`src/rtl/i2c_slave_regfile.sv`:
```
//============================================================================
// Module   : i2c_slave_regfile
// Purpose  : I2C slave with an 8-bit register file. A write sets a register
//            pointer and then stores data bytes. A read returns bytes from
//            the pointer. The pointer auto-increments with wrap and persists
//            across transactions. SCL and SDA are oversampled on clk.
// Options  : define I2C_SLAVE_CLK_STRETCH_EN to add the stretch_req input.
//            With it set, SCL is held low after an ACK bit while the local
//            side asks for more time.
// Revision : 1.0 - initial release
//============================================================================
`default_nettype none

module i2c_slave_regfile #(
  parameter logic [6:0] SLAVE_ADDR  = 7'h50,
  parameter int         NUM_REGS    = 16,
  parameter int         SYNC_STAGES = 2,
  localparam int        PW          = $clog2(NUM_REGS)
) (
  input  logic          clk,
  input  logic          rst,
  input  logic          scl_in,
  input  logic          sda_in,
  output logic          scl_oe,
  output logic          sda_oe,
  input  logic [PW-1:0] loc_addr,
  output logic [7:0]    loc_rdata,
  output logic          wr_valid,
  output logic [PW-1:0] wr_addr,
  output logic [7:0]    wr_data,
`ifdef I2C_SLAVE_CLK_STRETCH_EN
  input  logic          stretch_req,
`endif
  output logic          bus_busy
);

  typedef enum logic [3:0] {
    ST_IDLE      = 4'd0,
    ST_ADDR      = 4'd1,
    ST_ADDR_ACK  = 4'd2,
    ST_PTR       = 4'd3,
    ST_PTR_ACK   = 4'd4,
    ST_WDATA     = 4'd5,
    ST_WDATA_ACK = 4'd6,
    ST_RDATA     = 4'd7,
    ST_RDATA_ACK = 4'd8,
    ST_WAIT_STOP = 4'd9
  } state_t;

  state_t                 state_q, state_d;

  logic [SYNC_STAGES-1:0] scl_sync_q, sda_sync_q;
  logic                   scl_prev_q, sda_prev_q;
  logic                   scl_s, sda_s;
  logic                   scl_rise, scl_fall, sda_rise, sda_fall;
  logic                   start_det, stop_det;

  logic [3:0]             bitcnt_q, bitcnt_d;
  logic [7:0]             shreg_q, shreg_d;
  logic [7:0]             shift_byte;
  logic                   rw_q, rw_d;
  logic                   ack_q, ack_d;
  logic                   sda_oe_q, sda_oe_d;
  logic                   busy_q, busy_d;
  logic [PW-1:0]          ptr_q, ptr_d, ptr_inc;
  logic                   wr_valid_q, wr_valid_d;
  logic [PW-1:0]          wr_addr_q, wr_addr_d;
  logic [7:0]             wr_data_q, wr_data_d;
  logic                   reg_we;
  logic [7:0]             regs_q [NUM_REGS];

  // Bring the raw bus levels into the clk domain; idle bus level is high
  always_ff @(posedge clk) begin
    if (rst) begin
      scl_sync_q <= '1;
      sda_sync_q <= '1;
      scl_prev_q <= 1'b1;
      sda_prev_q <= 1'b1;
    end else begin
      scl_sync_q <= {scl_sync_q[SYNC_STAGES-2:0], scl_in};
      sda_sync_q <= {sda_sync_q[SYNC_STAGES-2:0], sda_in};
      scl_prev_q <= scl_sync_q[SYNC_STAGES-1];
      sda_prev_q <= sda_sync_q[SYNC_STAGES-1];
    end
  end

  assign scl_s    = scl_sync_q[SYNC_STAGES-1];
  assign sda_s    = sda_sync_q[SYNC_STAGES-1];
  assign scl_rise =  scl_s & ~scl_prev_q;
  assign scl_fall = ~scl_s &  scl_prev_q;
  assign sda_rise =  sda_s & ~sda_prev_q;
  assign sda_fall = ~sda_s &  sda_prev_q;

  // The SCL level after any same-clk SCL edge qualifies START/STOP, so an
  // SCL edge coinciding with an SDA edge is treated as having happened first.
  assign start_det = sda_fall & scl_s;
  assign stop_det  = sda_rise & scl_s;

  assign shift_byte = {shreg_q[6:0], sda_s};
  assign ptr_inc    = (ptr_q == PW'(NUM_REGS - 1)) ? '0 : ptr_q + 1'b1;

  // Protocol sequencer: SCL-edge work first, then START/STOP override control
  always_comb begin
    state_d    = state_q;
    bitcnt_d   = bitcnt_q;
    shreg_d    = shreg_q;
    rw_d       = rw_q;
    ack_d      = ack_q;
    ptr_d      = ptr_q;
    sda_oe_d   = sda_oe_q;
    busy_d     = busy_q;
    wr_valid_d = 1'b0;
    wr_addr_d  = wr_addr_q;
    wr_data_d  = wr_data_q;
    reg_we     = 1'b0;

    case (state_q)
      ST_ADDR: begin
        if (scl_rise && bitcnt_q < 4'd8) begin
          shreg_d  = shift_byte;
          bitcnt_d = bitcnt_q + 4'd1;
        end else if (scl_fall && bitcnt_q == 4'd8) begin
          bitcnt_d = 4'd0;
          if (shreg_q[7:1] == SLAVE_ADDR) begin
            rw_d     = shreg_q[0];
            sda_oe_d = 1'b1;
            state_d  = ST_ADDR_ACK;
          end else begin
            sda_oe_d = 1'b0;
            state_d  = ST_WAIT_STOP;
          end
        end
      end

      ST_ADDR_ACK: begin
        if (scl_fall) begin
          bitcnt_d = 4'd0;
          if (rw_q) begin
            shreg_d  = regs_q[ptr_q];
            sda_oe_d = ~regs_q[ptr_q][7];
            state_d  = ST_RDATA;
          end else begin
            sda_oe_d = 1'b0;
            state_d  = ST_PTR;
          end
        end
      end

      ST_PTR: begin
        if (scl_rise && bitcnt_q < 4'd8) begin
          shreg_d  = shift_byte;
          bitcnt_d = bitcnt_q + 4'd1;
        end else if (scl_fall && bitcnt_q == 4'd8) begin
          bitcnt_d = 4'd0;
          // Out-of-range pointers are refused and leave the pointer alone
          if ({1'b0, shreg_q} < 9'(NUM_REGS)) begin
            ptr_d    = shreg_q[PW-1:0];
            sda_oe_d = 1'b1;
            state_d  = ST_PTR_ACK;
          end else begin
            sda_oe_d = 1'b0;
            state_d  = ST_WAIT_STOP;
          end
        end
      end

      ST_PTR_ACK, ST_WDATA_ACK: begin
        if (scl_fall) begin
          bitcnt_d = 4'd0;
          sda_oe_d = 1'b0;
          state_d  = ST_WDATA;
        end
      end

      ST_WDATA: begin
        if (scl_rise && bitcnt_q < 4'd8) begin
          shreg_d  = shift_byte;
          bitcnt_d = bitcnt_q + 4'd1;
          // The byte lands on its 8th bit; an unfinished byte never writes
          if (bitcnt_q == 4'd7) begin
            reg_we     = 1'b1;
            wr_valid_d = 1'b1;
            wr_addr_d  = ptr_q;
            wr_data_d  = shift_byte;
            ptr_d      = ptr_inc;
          end
        end else if (scl_fall && bitcnt_q == 4'd8) begin
          bitcnt_d = 4'd0;
          sda_oe_d = 1'b1;
          state_d  = ST_WDATA_ACK;
        end
      end

      ST_RDATA: begin
        if (scl_rise && bitcnt_q < 4'd8) begin
          bitcnt_d = bitcnt_q + 4'd1;
        end else if (scl_fall) begin
          if (bitcnt_q == 4'd8) begin
            bitcnt_d = 4'd0;
            sda_oe_d = 1'b0;
            state_d  = ST_RDATA_ACK;
          end else if (bitcnt_q != 4'd0) begin
            shreg_d  = {shreg_q[6:0], 1'b0};
            sda_oe_d = ~shreg_q[6];
          end
        end
      end

      ST_RDATA_ACK: begin
        if (scl_rise) begin
          // The byte has been consumed whether or not the master ACKs it
          ack_d = ~sda_s;
          ptr_d = ptr_inc;
        end else if (scl_fall) begin
          bitcnt_d = 4'd0;
          if (ack_q) begin
            shreg_d  = regs_q[ptr_q];
            sda_oe_d = ~regs_q[ptr_q][7];
            state_d  = ST_RDATA;
          end else begin
            sda_oe_d = 1'b0;
            state_d  = ST_WAIT_STOP;
          end
        end
      end

      default: begin
        // IDLE and WAIT_STOP only react to START/STOP below
      end
    endcase

    if (start_det) begin
      state_d  = ST_ADDR;
      bitcnt_d = 4'd0;
      sda_oe_d = 1'b0;
      busy_d   = 1'b1;
    end else if (stop_det) begin
      state_d  = ST_IDLE;
      bitcnt_d = 4'd0;
      sda_oe_d = 1'b0;
      busy_d   = 1'b0;
    end
  end

  // State, datapath and register file storage
  always_ff @(posedge clk) begin
    if (rst) begin
      state_q    <= ST_IDLE;
      bitcnt_q   <= 4'd0;
      shreg_q    <= 8'h00;
      rw_q       <= 1'b0;
      ack_q      <= 1'b0;
      ptr_q      <= '0;
      sda_oe_q   <= 1'b0;
      busy_q     <= 1'b0;
      wr_valid_q <= 1'b0;
      wr_addr_q  <= '0;
      wr_data_q  <= 8'h00;
      for (int i = 0; i < NUM_REGS; i++) begin
        regs_q[i] <= 8'h00;
      end
    end else begin
      state_q    <= state_d;
      bitcnt_q   <= bitcnt_d;
      shreg_q    <= shreg_d;
      rw_q       <= rw_d;
      ack_q      <= ack_d;
      ptr_q      <= ptr_d;
      sda_oe_q   <= sda_oe_d;
      busy_q     <= busy_d;
      wr_valid_q <= wr_valid_d;
      wr_addr_q  <= wr_addr_d;
      wr_data_q  <= wr_data_d;
      if (reg_we) begin
        regs_q[ptr_q] <= shift_byte;
      end
    end
  end

`ifdef I2C_SLAVE_CLK_STRETCH_EN
  logic scl_oe_q, scl_oe_d;
  logic ack_end;

  assign ack_end = scl_fall && (state_q == ST_ADDR_ACK  || state_q == ST_PTR_ACK ||
                                state_q == ST_WDATA_ACK || state_q == ST_RDATA_ACK);

  // Hold SCL low from the end of an ACK bit until the local side is ready
  always_comb begin
    scl_oe_d = scl_oe_q;
    if (scl_oe_q) begin
      scl_oe_d = stretch_req;
    end else if (ack_end && stretch_req) begin
      scl_oe_d = 1'b1;
    end
  end

  // Stretch flag register
  always_ff @(posedge clk) begin
    if (rst) begin
      scl_oe_q <= 1'b0;
    end else begin
      scl_oe_q <= scl_oe_d;
    end
  end

  assign scl_oe = scl_oe_q;
`else
  assign scl_oe = 1'b0;
`endif

  assign sda_oe    = sda_oe_q;
  assign bus_busy  = busy_q;
  assign wr_valid  = wr_valid_q;
  assign wr_addr   = wr_addr_q;
  assign wr_data   = wr_data_q;
  assign loc_rdata = (int'(loc_addr) < NUM_REGS) ? regs_q[loc_addr] : 8'h00;

endmodule

`default_nettype wire

```
`config.mk`:
```
export PLATFORM = sky130hd
export DESIGN_NAME = i2c_slave_regfile
export DESIGN_NICKNAME = d
export VERILOG_FILES = /design/src/rtl/i2c_slave_regfile.sv
export SDC_FILE = /design/constraint.sdc
export NUM_CORES = 1
export LEC_CHECK = 0
export ABC_AREA = 1
export ABC_CLOCK_PERIOD_IN_PS = 2200
export CORE_MARGIN = 1.5
export CORE_UTILIZATION = 51
export CTS_CLUSTER_SIZE = 14
export DETAILED_ROUTE_END_ITERATION = 12
export GPL_TIMING_DRIVEN = 0
export PLACE_DENSITY = 0.71
export SLEW_MARGIN = 20
export SYNTH_ARGS = -nofsm -noshare
export SYNTH_HDL_FRONTEND = slang
export SYNTH_SLANG_ARGS = --single-unit
```
`constraint.sdc`:
```
create_clock -name clk -period 2.2 [get_ports clk]
set_input_delay 0.66 -clock clk [delete_from_list [all_inputs] [get_ports clk]]
set_output_delay 0.66 -clock clk [all_outputs]
set_load 0.02 [all_outputs]
```
== Word-level counts from Yosys, hierarchy flattened ==
Memories as Yosys holds them, arrays and structs flattened. A register that Yosys moved wholly into a read port is not among the register bits.
Index checks and enable logic that the tools add are counted.

* Register bits after elaboration: 43
* Bits in writable memories: 128
* Input bits: 8
* Output and inout bits: 24
* Word-level logic and storage cells: 189
* Memories: 1

{| class="wikitable"
|+ Memories
! name !! words !! bits a word !! rd ports !! clocked after Yosys merged registers in !! write ports !! RTL line !! source
|-
| regs_q || 16 || 8 || 2 || 1 || 16 || 70 || <nowiki>logic [7:0] regs_q [NUM_REGS];</nowiki>
|}

* Add/sub/neg operators: 2
* $lt $le $gt $ge: 2
* Equal/unequal tests: 51
* Multiplexer cells: 81
* Bitwise operators: 13
* Reduce and logical (&&, ||, !) cells: 23

{| class="wikitable"
|+ Operator list
! kind !! count
|-
| 2-to-1 mux 4 bit || 33
|-
| 2-to-1 mux 8 bit || 11
|-
| inequality test 4 bit, second input constant || 13
|-
| inequality test 2 bit, second input constant || 21
|-
| AND reduction 14 bit || 3
|-
| one-hot mux 8 bit (4 select lines) || 1
|-
| 2-to-1 mux 1 bit || 31
|-
| one-hot mux 4 bit (7 select lines) || 1
|-
| == test 4 x 3 -> 1 bit, second input constant || 5
|-
| one-hot mux 4 bit (4 select lines) || 1
|-
| == test 4 bit, second input constant || 3
|-
| one-hot mux 4 bit (3 select lines) || 1
|-
| nonzero test 4 bit || 3
|-
| AND reduction 11 bit || 1
|-
| inequality test 3 bit, second input constant || 3
|-
| nonzero test 9 bit || 1
|-
| OR reduction 3 bit || 3
|-
| adder 4 x 1 -> 4 bit, second input constant || 2
|-
| == test 4 x 2 -> 1 bit, second input constant || 2
|-
| less-than comparator 8 x 5 -> 1 bit, second input constant || 1
|-
| OR reduction 8 bit || 1
|-
| == test 7 bit, second input constant || 1
|-
| inverter 1 bit || 7
|-
| one-hot mux 1 bit (7 select lines) || 1
|-
| other kinds (16) || 22
|}

== Depth between registers and ports, before layout ==
Gate-level depths: netlist (run 1).

* Depth in word-level cells: 10
* Depth in mapped cells: 13
* Gate-level depth less buffers: 13

== Least setup slack after synthesis (run 1) ==
No wires, ideal clock.

* Kind: input -> output
* Start: input loc_addr[0]
* End: output loc_rdata[4]
* Data arrival time: 1735 ps
* Required time: 1540 ps
* Path slack: -195 ps
* Stages: 7
* Path buffers: 2
* Cells stage by stage: clkbuf_1 -> clkbuf_1 -> a21oi_1 -> o21ai_0 -> nand2_1 -> o221ai_1 -> nand2_1

* Cells in the longest elaborated chain, start to end: 1

{| class="wikitable"
|+ RTL lines
! what !! RTL line !! source
|-
| from (decl) || 26 || <nowiki>input logic [PW-1:0] loc_addr,</nowiki>
|-
| memory (16 x 8 bit) || -- ||
|-
| to (decl) || 27 || <nowiki>output logic [7:0] loc_rdata,</nowiki>
|}

Every way passes these cells.

== Final worst setup path (run 1) ==
Same ends and word-level chain as after synthesis.

==> results.rst, run 1 <==
.. list-table::
   :header-rows: 1

   * - Metric
     - Value
   * - Number of nets in the final layout
     - around 1,300
   * - Critical setup path kind
     - in2out
   * - Skew-Pair Late Insertion Delay
     - about 0.45 ns
   * - Wire length of the first global-routing pass
     - 51,260 um
   * - Largest net degree at the start of global routing
     - 18
   * - Count of antenna-violating nets left after detailed routing
     - 0
   * - Number of standard cells in the final layout excluding fillers
     - 1,540
   * - Count of standard-cell rows
     - 50
   * - Via Count
     - 9,364
   * - CTS tree
     - yes
   * - Die Height
     - 140.4 um
   * - Cell at the slowest stage of the critical path
     - sky130_fd_sc_hd__a21oi_4
   * - Number of pins with negative max-slew slack in the final report
     - 0
   * - Fraction of layout instances using a drive strength above 1
     - 20.75%
   * - Critical path endpoint category
     - output port
   * - Post-layout min period
     - about 2.4 ns
   * - Proportion of netlist area held by the largest area contributor
     - between 30 and 40%
   * - Synthesized area
     - ~9600 sq um
   * - I/O pin count
     - 32
   * - Outcome
     - complete, but fails checks
   * - Buffers on Ports
     - 26
   * - Horizontal die dimension
     - around 140 um
   * - Highest clock frequency the design can meet
     - approximately 0.42 GHz
   * - Area contributors post-synth
     - sky130_fd_sc_hd__edfxtp_1 40%, sky130_fd_sc_hd__dfxtp_1 9.8%, sky130_fd_sc_hd__nand2_1 8.9%
   * - Count of unique library cells instantiated by Yosys
     - 32
   * - Slew at the pin closest to its max-slew limit
     - 0.8902 ns
   * - Power density normalized to cell area
     - 817.4 nW/um^2
   * - CP cell instances
     - clkbuf_16 > buf_16 > buf_12 > a21oi_4 > o221ai_4 > nand2_2 > buf_6
   * - Final global-route overflow total
     - 0
   * - IR Drop Worst-Case VDD
     - 0.0006087 V
   * - Register area share after synthesis
     - 49.68%
   * - Setup-violating endpoint count in the final report
     - 8
   * - Worst-path fanout max
     - 6
   * - Layout Cell Area excl Fill
     - 12,100 sq um
   * - #FFs+latches synth
     - 175
   * - Gate count after technology mapping
     - 1,227
   * - Max-slew headroom
     - 40.43%
   * - Detailed-router iteration count before antenna repair
     - 7
   * - Area inside the core boundary
     - between 15,000 and 20,000 sq um
   * - CTS hold repair buffers
     - 0
   * - Share of the clock period used by the worst path
     - 107.8%
   * - Smallest hold slack
     - between 0.4 and 0.5 ns
   * - Antenna fix cells
     - 0
   * - Number of global-route vias before repair
     - around 8,500
   * - Number of levels in the clock H-tree
     - 4
   * - Antenna violations before repair
     - 0
   * - Number of violations of the max-capacitance limit
     - 0
   * - Clock buffer depth
     - 2
   * - Sink count of the clock tree
     - 175
   * - Area growth, synth to finish
     - 25.62%
   * - Data arrival, critical path
     - 1.71 ns
   * - Final HPWL DP
     - 23,890 um
   * - Library cell occupying the most area in the post-synthesis netlist
     - sky130_fd_sc_hd__edfxtp_1
   * - Final count of hold timing violations
     - 0
   * - Worst endpoint required time
     - 1.54 ns
   * - Mean instance size in the synthesized netlist
     - 7.850 sq um
   * - Effective utilization at floorplan
     - around 52%
   * - Final Wtd Congestion
     - 1.009
   * - Slowest cell delay on critical path
     - 0.21 ns
   * - Overall fraction of global-route tracks in use
     - about 36%
   * - Routed Wire Length
     - 34,650 um
   * - Overall power of the completed layout
     - 9.890 mW
   * - Synth Warn #
     - 0
   * - RSZ-0062 raised after global routing
     - yes
   * - Number of DRC markers after the initial detailed-route iteration
     - between 1,000 and 1,500
   * - Violated checks
     - negative setup slack
   * - Setup tns final
     - -1.111 ns
   * - Area of the die
     - 19,720 sq um
   * - Clock Skew
     - 0.01219 ns
   * - Leakage component of the power
     - 4.894 nW
   * - Most frequent cells in the layout
     - 211 x sky130_fd_sc_hd__nor2_1, 202 x sky130_fd_sc_hd__nand2_1, 128 x sky130_fd_sc_hd__edfxtp_1
   * - Critical path startpoint category
     - input port
   * - Clock root buffer
     - sky130_fd_sc_hd__clkbuf_16
   * - Class of the worst hold path
     - reg2reg
   * - Smallest setup slack after layout
     - -0.1722 ns
   * - DP Cell Count
     - roughly 1,500
   * - Routed length per placed instance
     - 22.50 um
   * - DP Area
     - 10,230 sq um
   * - Number of remaining DRC errors
     - 0
   * - Clk slew on worst S/H paths
     - roughly 0.07 ns
   * - Vias per Instance
     - roughly 6
   * - Cts bufs inserted
     - 17
   * - Synthesized Nets
     - 1,241
   * - Leading cell type in the layout, fill and taps excluded
     - sky130_fd_sc_hd__nor2_1
   * - Fill cells
     - 1,598
==> metrics by stage <==
step | utilization (%) | setup slack [ns]
after floorplan | - | 0.01029
after global placement | 54.87 | -1.172
after detailed placement | 54.87 | -1.148
after CTS | 63.34 | -0.1413
after global routing | 64.90 | -0.1759
final | 64.90 | -0.1722
==> Yosys cell counts (all sizes together) <==
library cell  number
nor3              10
clkbuf            46
inv              133
a21oi             99
nand4              4
or2                5
o21ai             95
edfxtp           128
xor2               1
dfxtp             47
buf               23
nor2             226
clkinv             7
o221ai            14
o211ai            23
nand3            110
conb               1
nand2            248
ha                 6
xnor2              1
==> area by class of cell <==
type / count / area, sq um / area share, %
Clock inverter: 11 / 90.09 / 0.7446
Clock buffer: 21 / 483.0 / 3.992
Timing Repair Buffer: 48 / 603.1 / 4.984
Tap cell: 234 / 292.8 / 2.420
Sequential cell: 175 / 4787 / 39.57
Buffer: 68 / 634.4 / 5.243
Inverter: 140 / 535.5 / 4.426
Multi-Input combinational cell: 843 / 4673 / 38.62
==> registers in the layout (all words and copies together), names as in the netlist, 4 cells and up, named ones only <==
name / cells
regs_q: 128
shreg_q: 8
wr_data: 8
bitcnt_q: 4
ptr_q: 4
state_q: 4
wr_addr: 4
==> layer usage <==
layer,wire length [um],share of wire (%),vias to the layer above,track usage (%)
met1,13850,40,4366,49.80
met5,0,0,-,0
li1,-,-,4206,-
met3,4518,13,138,9.197
met4,1571,4.5,0,15.35
met2,14710,42,654,52.06
==> timing repair <==
action / 4_1_cts / 5_1_grt
setup buffers: 0 / 9
pin swaps: 36 / 32
endpoints found under the setup margin: 137 / 137
gates cloned: 12 / 1
resized for setup: 262 / 75
==> cells by family after synthesis <==
kind of cell / Yosys count / share of synthesized area [%]
AOI/OAI and AO/OA: 231 / 13.15
xor gates and xnor gates: 2 / 0.1819
adders and majority gates: 6 / 0.7794
DFF: 175 / 49.68
buffers and inverters: 209 / 8.483
other: 1 / 0.03893
and+or+nand+nor: 603 / 27.70
==> worst max-delay path, delay by kind of cell <==
family | cells | cell delay [ns]
buf+inv | 4 | 0.57
compound gates | 2 | 0.37
simple gates | 1 | 0.10
==> power breakdown <==
group / internal [mW] / switching, mW
clock network: 1.61 / 1.40
logic: 0.859 / 2.07
registers: 3.75 / 0.196
total: 6.23 / 3.66
==> worst paths after layout <==
check	slack (ns)	to	from	cells past startpoint
worst max register to register	0.11	regs_q[3][4]	state_q[1]	10
worst min register to register	0.41	scl_sync_q[1]	scl_sync_q[0]	1
worst max-delay path	-0.17	loc_rdata[4]	loc_addr[0]	7
worst min-delay path	0.41	scl_sync_q[1]	scl_sync_q[0]	1
Power figures use the tool's default switching activity.
==> run 2: changes to the inputs <==
--- a/config.mk
+++ b/config.mk
@@ -12,6 +12,7 @@
 export CTS_CLUSTER_SIZE = 14
 export DETAILED_ROUTE_END_ITERATION = 12
 export GPL_TIMING_DRIVEN = 0
+export MAX_ROUTING_LAYER = met4
 export PLACE_DENSITY = 0.71
 export SLEW_MARGIN = 20
 export SYNTH_ARGS = -nofsm -noshare
==> results.rst, run 2 (synthesized netlist as in run 1, its figures left out) <==
.. list-table::
   :header-rows: 1

   * - Metric
     - Value
   * - Worst reg2reg path depth
     - 9
   * - Violated checks
     - negative setup slack
   * - Worst Setup Slack post-DPL
     - -1.267 ns
   * - Area growth, synth to finish
     - 27.02%
   * - Horizontal die dimension
     - 140.4 um
   * - IR Drop Worst-Case VDD
     - 0.0006251 V
   * - Clock root buffer
     - sky130_fd_sc_hd__clkbuf_16
   * - Register bank with the most flops
     - regs_q
   * - Antenna violations before repair
     - 1
   * - Overall fraction of global-route tracks in use
     - about two fifths
   * - Highest Signal Layer
     - met4
   * - Buffers on Ports
     - 26
   * - Die Height
     - 140.4 um
   * - Clock Skew
     - 0.01034 ns
   * - Sink count of the clock tree
     - around 180
   * - Slowest cell delay on critical path
     - around 0.17 ns
   * - Count of standard-cell rows
     - 50
   * - Routed length per placed instance
     - 23.72 um
   * - Worst-path fanout max
     - 5
   * - Highest clock frequency the design can meet
     - 0.4187 GHz
   * - Overall power of the completed layout
     - 10.14 mW
   * - Effective utilization at floorplan
     - 51.66%
   * - Most frequent cells in the layout
     - 211 x sky130_fd_sc_hd__nor2_1, 200 x sky130_fd_sc_hd__nand2_1, 128 x sky130_fd_sc_hd__edfxtp_1
   * - Area inside the core boundary
     - approximately 19,000 sq um
   * - Wire length of the first global-routing pass
     - approximately 54,000 um
   * - Class of the worst hold path
     - reg2reg
   * - Critical setup path kind
     - in2out
   * - Post-layout min period
     - 2.388 ns
   * - Cell at the slowest stage of the critical path
     - sky130_fd_sc_hd__clkbuf_8
   * - Clk slew on worst S/H paths
     - 0.07 ns
   * - Power density normalized to cell area
     - 829.0 nW/um^2
   * - Number of pins with negative max-slew slack in the final report
     - 0
   * - Count of antenna-violating nets left after detailed routing
     - 0
   * - RSZ-0062 raised after global routing
     - yes
   * - Detailed-router iteration count before antenna repair
     - 6
   * - Flip-flop count of the largest register after layout
     - 128
   * - Largest net degree at the start of global routing
     - 18
   * - Clock buffer depth
     - 2
   * - Met3 routed WL
     - between 3000 and 4000 um
   * - Combined area of the multi-input logic cells
     - 4797 sq um
   * - Number of global-route vias before repair
     - 8,697
   * - CTS tree
     - yes
   * - Max-slew headroom
     - ~41%
   * - Via Count
     - 9,307
   * - Outcome
     - complete, but fails checks
   * - Number of violations of the max-capacitance limit
     - 0
   * - Critical path endpoint category
     - output port
   * - Final Wtd Congestion
     - 0.9918
   * - Leading cell type in the layout, fill and taps excluded
     - sky130_fd_sc_hd__nor2_1
   * - Smallest hold slack
     - 0.4087 ns
   * - Leakage component of the power
     - approximately 4.9 nW
   * - Worst endpoint required time
     - 1.54 ns
   * - Critical path startpoint category
     - input port
   * - Post-route met1 wirelength
     - roughly 15,000 um
   * - Number of DRC markers after the initial detailed-route iteration
     - 1,216
   * - Vias per Instance
     - a little over 6
   * - Area of the die
     - 19,720 sq um
   * - Final HPWL DP
     - roughly 25,000 um
   * - Number of remaining DRC errors
     - 0
   * - Skew-Pair Late Insertion Delay
     - between 0.4 and 0.5 ns
   * - Smallest setup slack after layout
     - -0.1882 ns
   * - Final global-route overflow total
     - 0
   * - Fraction of layout instances using a drive strength above 1
     - 20.86%
   * - Slew at the pin closest to its max-slew limit
     - 0.8838 ns
   * - Final count of hold timing violations
     - 0
   * - Routed Wire Length
     - approximately 37,000 um
   * - CP cell instances
     - clkbuf_16 > clkbuf_8 > a21oi_4 > o21ai_4 > o21ai_2 > o221ai_2 > nand2_2 > buf_6
   * - Cts bufs inserted
     - 17
   * - Number of levels in the clock H-tree
     - 4
   * - Layout Cell Area excl Fill
     - roughly 12,000 sq um
   * - Fill cells
     - between 1,500 and 2,000
   * - I/O pin count
     - 32
   * - Share of the clock period used by the worst path
     - 108.6%
   * - Number of nets in the final layout
     - ~1,300
   * - Sequential cell area in the final layout
     - 4788 sq um
   * - Data arrival, critical path
     - 1.73 ns
   * - Setup-violating endpoint count in the final report
     - 8
   * - DP Area
     - just over 10,000 sq um
   * - Worst hold stages
     - 1
   * - Routed length on met2
     - 15,870 um
run 2: worst paths after layout:
check                                    from            end  slack (ns)
worst min-delay path            sda_sync_q[0]  sda_sync_q[1]        0.41
worst max register to register      flip-flop     shreg_q[2]        0.03
worst max-delay path              loc_addr[0]   loc_rdata[3]       -0.19
worst min register to register  sda_sync_q[0]  sda_sync_q[1]        0.41
run 2: what timing repair did:
| action | CTS | global route |
|---|---|---|
| pin swaps | 27 | 22 |
| cloned | 11 | 1 |
| endpoints found under the setup margin | 138 | 144 |
| hold buffers | 0 | 0 |
| buffers inserted | 4 | 4 |
| resized for setup | 275 | 79 |
run 2: layout make-up:
cell class | count | area share, %
multi-input combinational | 843 | 39.21
sequential | 175 | 39.14
buffer | 68 | 5.195
timing repair buffer | 46 | 4.735
inverter | 140 | 4.377
clock buffer | 17 | 3.477
tap | 234 | 2.393
clock inverter | 15 | 1.452
antenna | 1 | 0.02045
run 2: worst max-delay path: cells and delay by family:
kind / cells / cell delay, ns
buffers and inverters: 3 / 0.44
AND/OR/NAND/NOR: 1 / 0.13
AO/OA/AOI/OAI: 4 / 0.49
run 2: per-layer routing:
layer	up-vias	global-route usage [%]
li1	4204	-
met2	577	57.27
met4	0	16.95
met5	-	-
met3	143	8.034
met1	4383	51.85
run 2: through the flow:
stage               utilization (%)  instances  setup TNS (ns)
global route                  65.62       1539          -1.278
finish                        65.62       1539          -1.179
floorplan                         -       1227               0
detailed placement            54.87       1487         -135.46
global placement              54.87       1487         -131.91
CTS                           63.96       1534         -0.8095
run 2: power by group:
| group | switching (mW) | internal, mW |
|---|---|---|
| clock network | 1.46 | 1.71 |
| logic | 2.17 | 0.855 |
| registers | 0.191 | 3.75 |
| total | 3.82 | 6.32 |
